$ cat src/rtl/mips_ctrl_pkg.sv
// mips_ctrl_pkg: shared multicycle MIPS control encodings (states, opcodes, mux selects)
package mips_ctrl_pkg;

    typedef enum logic [3:0] {
        S_INIT, S_FETCH, S_DECODE, S_MEM_ADDR, S_MEM_RD, S_MEM_WB, S_MEM_WR,
        S_EXEC, S_R_WB, S_ADDI_EX, S_ADDI_WB, S_BRANCH, S_JUMP, S_HALT
    } state_t;

    localparam logic [5:0] OP_LW    = 6'b100011;
    localparam logic [5:0] OP_SW    = 6'b101011;
    localparam logic [5:0] OP_RTYPE = 6'b000000;
    localparam logic [5:0] OP_ADDI  = 6'b001000;
    localparam logic [5:0] OP_BEQ   = 6'b000100;
    localparam logic [5:0] OP_J     = 6'b000010;

    localparam logic [1:0] ALUOP_ADD   = 2'b00;
    localparam logic [1:0] ALUOP_SUB   = 2'b01;
    localparam logic [1:0] ALUOP_FUNCT = 2'b10;

    localparam logic [1:0] PCSRC_ALU    = 2'b00;
    localparam logic [1:0] PCSRC_ALUOUT = 2'b01;
    localparam logic [1:0] PCSRC_JUMP   = 2'b10;

    localparam logic [1:0] SRCB_B       = 2'b00;
    localparam logic [1:0] SRCB_FOUR    = 2'b01;
    localparam logic [1:0] SRCB_IMM     = 2'b10;
    localparam logic [1:0] SRCB_IMM_SH2 = 2'b11;

endpackage

$ cat src/rtl/multicycle_control.sv
// multicycle_control: Moore control FSM for a multicycle MIPS datapath
// Ports: Clk, Reset (sync, active-high), Opcode (IR[31:26], used in DECODE),
// MemReady (memory handshake); datapath strobes/selects out; Halt sticky on illegal opcode.
module multicycle_control
    import mips_ctrl_pkg::*;
(
    input  logic       Clk,
    input  logic       Reset,
    input  logic [5:0] Opcode,
    input  logic       MemReady,
    output logic       PCwrite,
    output logic       PCwriteCOND,
    output logic [1:0] PCSource,
    output logic       IorD,
    output logic       MemRead,
    output logic       MemWrite,
    output logic       IRWrite,
    output logic       RegDst,
    output logic       MemtoReg,
    output logic       RegWrite,
    output logic       ALUSrcA,
    output logic [1:0] ALUSrcB,
    output logic [1:0] ALUOp,
    output logic       Halt
);

    state_t state, next;
    // Opcode is only valid in DECODE, so MEM_ADDR needs the lw/sw choice remembered.
    logic   is_lw;

    always_ff @(posedge Clk) begin
        if (Reset) begin
            state <= S_INIT;
            is_lw <= 1'b0;
        end else begin
            state <= next;
            if (state == S_DECODE) is_lw <= (Opcode == OP_LW);
        end
    end

    always_comb begin
        next        = state;
        PCwrite     = 1'b0;
        PCwriteCOND = 1'b0;
        PCSource    = PCSRC_ALU;
        IorD        = 1'b0;
        MemRead     = 1'b0;
        MemWrite    = 1'b0;
        IRWrite     = 1'b0;
        RegDst      = 1'b0;
        MemtoReg    = 1'b0;
        RegWrite    = 1'b0;
        ALUSrcA     = 1'b0;
        ALUSrcB     = SRCB_B;
        ALUOp       = ALUOP_ADD;
        Halt        = 1'b0;
        case (state)
            S_INIT: next = S_FETCH;
            S_FETCH: begin
                MemRead = 1'b1;
                ALUSrcB = SRCB_FOUR;
                IRWrite = MemReady;
                PCwrite = MemReady;
                next    = MemReady ? S_DECODE : S_FETCH;
            end
            S_DECODE: begin
                ALUSrcB = SRCB_IMM_SH2;
                next    = (Opcode == OP_LW || Opcode == OP_SW) ? S_MEM_ADDR :
                          (Opcode == OP_RTYPE) ? S_EXEC :
                          (Opcode == OP_ADDI)  ? S_ADDI_EX :
                          (Opcode == OP_BEQ)   ? S_BRANCH :
                          (Opcode == OP_J)     ? S_JUMP : S_HALT;
            end
            S_MEM_ADDR: begin
                ALUSrcA = 1'b1;
                ALUSrcB = SRCB_IMM;
                next    = is_lw ? S_MEM_RD : S_MEM_WR;
            end
            S_MEM_RD: begin
                MemRead = 1'b1;
                IorD    = 1'b1;
                next    = MemReady ? S_MEM_WB : S_MEM_RD;
            end
            S_MEM_WB: begin
                RegWrite = 1'b1;
                MemtoReg = 1'b1;
                next     = S_FETCH;
            end
            S_MEM_WR: begin
                MemWrite = 1'b1;
                IorD     = 1'b1;
                next     = MemReady ? S_FETCH : S_MEM_WR;
            end
            S_EXEC: begin
                ALUSrcA = 1'b1;
                ALUOp   = ALUOP_FUNCT;
                next    = S_R_WB;
            end
            S_R_WB: begin
                RegWrite = 1'b1;
                RegDst   = 1'b1;
                next     = S_FETCH;
            end
            S_ADDI_EX: begin
                ALUSrcA = 1'b1;
                ALUSrcB = SRCB_IMM;
                next    = S_ADDI_WB;
            end
            S_ADDI_WB: begin
                RegWrite = 1'b1;
                next     = S_FETCH;
            end
            S_BRANCH: begin
                ALUSrcA     = 1'b1;
                ALUOp       = ALUOP_SUB;
                PCwriteCOND = 1'b1;
                PCSource    = PCSRC_ALUOUT;
                next        = S_FETCH;
            end
            S_JUMP: begin
                PCwrite  = 1'b1;
                PCSource = PCSRC_JUMP;
                next     = S_FETCH;
            end
            S_HALT: Halt = 1'b1;
            default: next = S_INIT;
        endcase
    end

endmodule

$ cat config.mk
export PLATFORM = sky130hd
export DESIGN_NAME = multicycle_control
export DESIGN_NICKNAME = d
export VERILOG_FILES = /design/src/rtl/mips_ctrl_pkg.sv /design/src/rtl/multicycle_control.sv
export SDC_FILE = /design/constraint.sdc
export NUM_CORES = 1
export LEC_CHECK = 0
export CORE_UTILIZATION = 36
export CTS_CLUSTER_SIZE = 14
export DETAILED_ROUTE_END_ITERATION = 10
export PLACE_DENSITY_LB_ADDON = 0.1
export SETUP_SLACK_MARGIN = 0.15
export SYNTH_ARGS = -nofsm -noshare
export SYNTH_HDL_FRONTEND = slang
export SYNTH_SLANG_ARGS = --single-unit
$ cat constraint.sdc
create_clock -name Clk -period 1.39 [get_ports Clk]
set_clock_uncertainty 0.05 [all_clocks]
set_input_delay 0.2085 -clock Clk [delete_from_list [all_inputs] [get_ports Clk]]
set_output_delay 0.2085 -clock Clk [all_outputs]
set_load 0.005 [all_outputs]
==> results.json <==
{
  "status": "finished, violations left",
  "violations": "negative setup slack",
  "drcViolationCount": 0,
  "clkSinkCount": 5,
  "setup_violations": 21,
  "syn_nets": 89,
  "p_per_area_mw_per_mm2": 1410,
  "fin_setup_tns_ns": -2.97,
  "cts-root-buf": "clkbuf_4",
  "r2r_slack_ns": -0.29,
  "numCtsBuffers": 3,
  "yosysTopAreaCell": "dfxtp_1",
  "dp.final_hpwl_mm": 1.38,
  "antenna_found_initial": 0,
  "p_leak_nw": 0.616,
  "start_util": 0.384,
  "ys_async_sr_fraction": 0,
  "htreeDepth": 1,
  "drtPass1Iterations": 4,
  "post_drt_wl_per_cell_um": 15.8,
  "crit_fanout": 5,
  "ys_seq_area_frac": 0.173,
  "place_congestion": 0.884,
  "num-fill-cells": 75,
  "grt_max_degree": 16,
  "core_mm2": 0.00151,
  "fin_area_mm2": 0.00132,
  "track_usage": 0.267,
  "period_minus_slack_ns": 1.68,
  "ys_warn_count": 0,
  "netlist_top_cells_area": "dfxtp_1 (17%), nor2_1 (6.5%), nor3b_1 (6.5%)",
  "drv_slew": 0,
  "ant_nets": 0,
  "grt-ovfl-total": 0,
  "final_common_cell": "buf_4",
  "rsz0062_at_grt": "yes",
  "cp.required_ns": 1.48,
  "viasPerCell": 5.71,
  "startpoint_type": "flip-flop",
  "n_antenna_cell": 0,
  "drt_wl_total_mm": 2.48,
  "io_buffers": 25,
  "cts.path.max_buffers": 2,
  "cts_tree": "yes",
  "layout-drive-gt1-share": 0.674,
  "placed_area_mm2": 0.00102,
  "yosys_register_bits": 5,
  "netlist_area_um2": 578,
  "syn2layout_area_growth_pct": 128,
  "die-width_um": 42.1,
  "ir_worst_vdd_mv": 0.990,
  "worstMarginPinSlew_ns": 0.451,
  "min_period_over_period": 1.21,
  "end_kind": "flip-flop",
  "clkTransAtPathRegs_ns": 0.05,
  "hold_path.class": "flip-flop to flip-flop",
  "slew_headroom": 0.697,
  "finalNetCount": 151,
  "dominantRegCellSynth": "dfxtp_1",
  "io_pins": 26,
  "synth_cells": 80,
  "clkLatencyLatePin_ns": 0.25,
  "path_class": "flip-flop to flip-flop",
  "grt_pass1_vias": 850,
  "ctsHoldBuffers": 0,
  "mostFrequentLayoutCells": "buf_4 (30), buf_2 (16), buf_6 (11), clkdlybuf4s50_1 (8), nor2_1 (7)",
  "first_iter_violations": 31,
  "dieArea_mm2": 0.00177,
  "fp-row-count": 14,
  "max_freq_mhz": 595,
  "crit_arrival_ns": 1.77,
  "synth_edf_count": 0,
  "netlist.area_leader.share": 0.173,
  "finalHoldViolations": 0,
  "pre_cts_slack_ns": -0.524,
  "vias": 897,
  "setup_ws_ns": -0.291,
  "yosysUniqueCellTypes": 36,
  "drv_cap": 0,
  "syn-mean-instance-area_um2": 7.23,
  "grt_pass1_wl_mm": 3.68,
  "fp.dieH_um": 42.1
}
==> final timing paths <==
path / start / endpoint / cells after the start
setup / recovery: state[3] / state[2] / 4
hold / removal: is_lw / is_lw / 2
setup reg to reg: state[3] / state[2] / 4
hold reg to reg: is_lw / is_lw / 2
==> repair_timing <==
action                     4_1_cts  5_1_grt
gates resized for setup        104       19
pin swaps                       10        5
setup endpoints to repair       22       22
gates cloned                     0        0
buffers inserted                10        2
==> through the flow <==
step	hold slack [ns]	power (mW)	utilization	std cells
final	0.458	1.86	0.876	157
after global routing	0.474	1.95	0.876	157
after CTS	0.435	1.64	0.806	155
after detailed placement	0.422	1.20	0.680	141
after global placement	0.393	1.17	0.680	141
after floorplan	0.228	0.694	-	80
==> cells by family (layout without fill, tap and decap cells) <==
logic type                Yosys count  after routing  synth area share
AOI/OAI and AO/OA                  14             14             0.175
xor gates and xnor gates            3              3            0.0455
buffers and inverters              12             73             0.106
DFF                                 5              5             0.173
muxes                               3              3            0.0563
and+or+nand+nor                    43             43             0.444
==> sequential cells by signal, indices dropped and copies added, names as in the netlist <==
register and count:
state 4, is_lw 1
==> cell usage after synthesis (all sizes together) (2+ instances only) <==
library cell / instances
nor3: 7
nor4bb: 2
nor3b: 5
o21ai: 2
nand2: 6
nor2: 10
a211oi: 2
buf: 6
clkbuf: 4
dfxtp: 5
or3: 3
nor4b: 2
inv: 2
o32ai: 2
mux2: 2
xnor2: 3
==> metal layers <==
layer	part of all wire	GRT usage
met1	0.42	0.325
met2	0.51	0.484
met3	0.056	0.0517
met4	0.0093	0.0563
met5	0	0
==> layout make-up <==
class | instances | area (um2) | area share
repair buffers | 67 | 534 | 0.405
multi-input cells | 63 | 612 | 0.464
flip-flops and latches | 5 | 115 | 0.0872
clock buffers | 4 | 26.3 | 0.0199
inverters | 2 | 12.5 | 0.00948
well taps | 16 | 20.0 | 0.0152
==> power breakdown <==
part	internal (mW)	switching, mW	total (mW)
registers	0.197	0.0852	0.282
clock network	0.109	0.0679	0.177
logic	0.790	0.612	1.40
==> worst max-delay path: stages (launching register included) <==
cell     delay, ns
dfxtp_4       0.37
buf_6         0.12
or4b_4        0.54
or2_4         0.28
o32ai_2       0.22
Power figures use the tool's default switching activity.
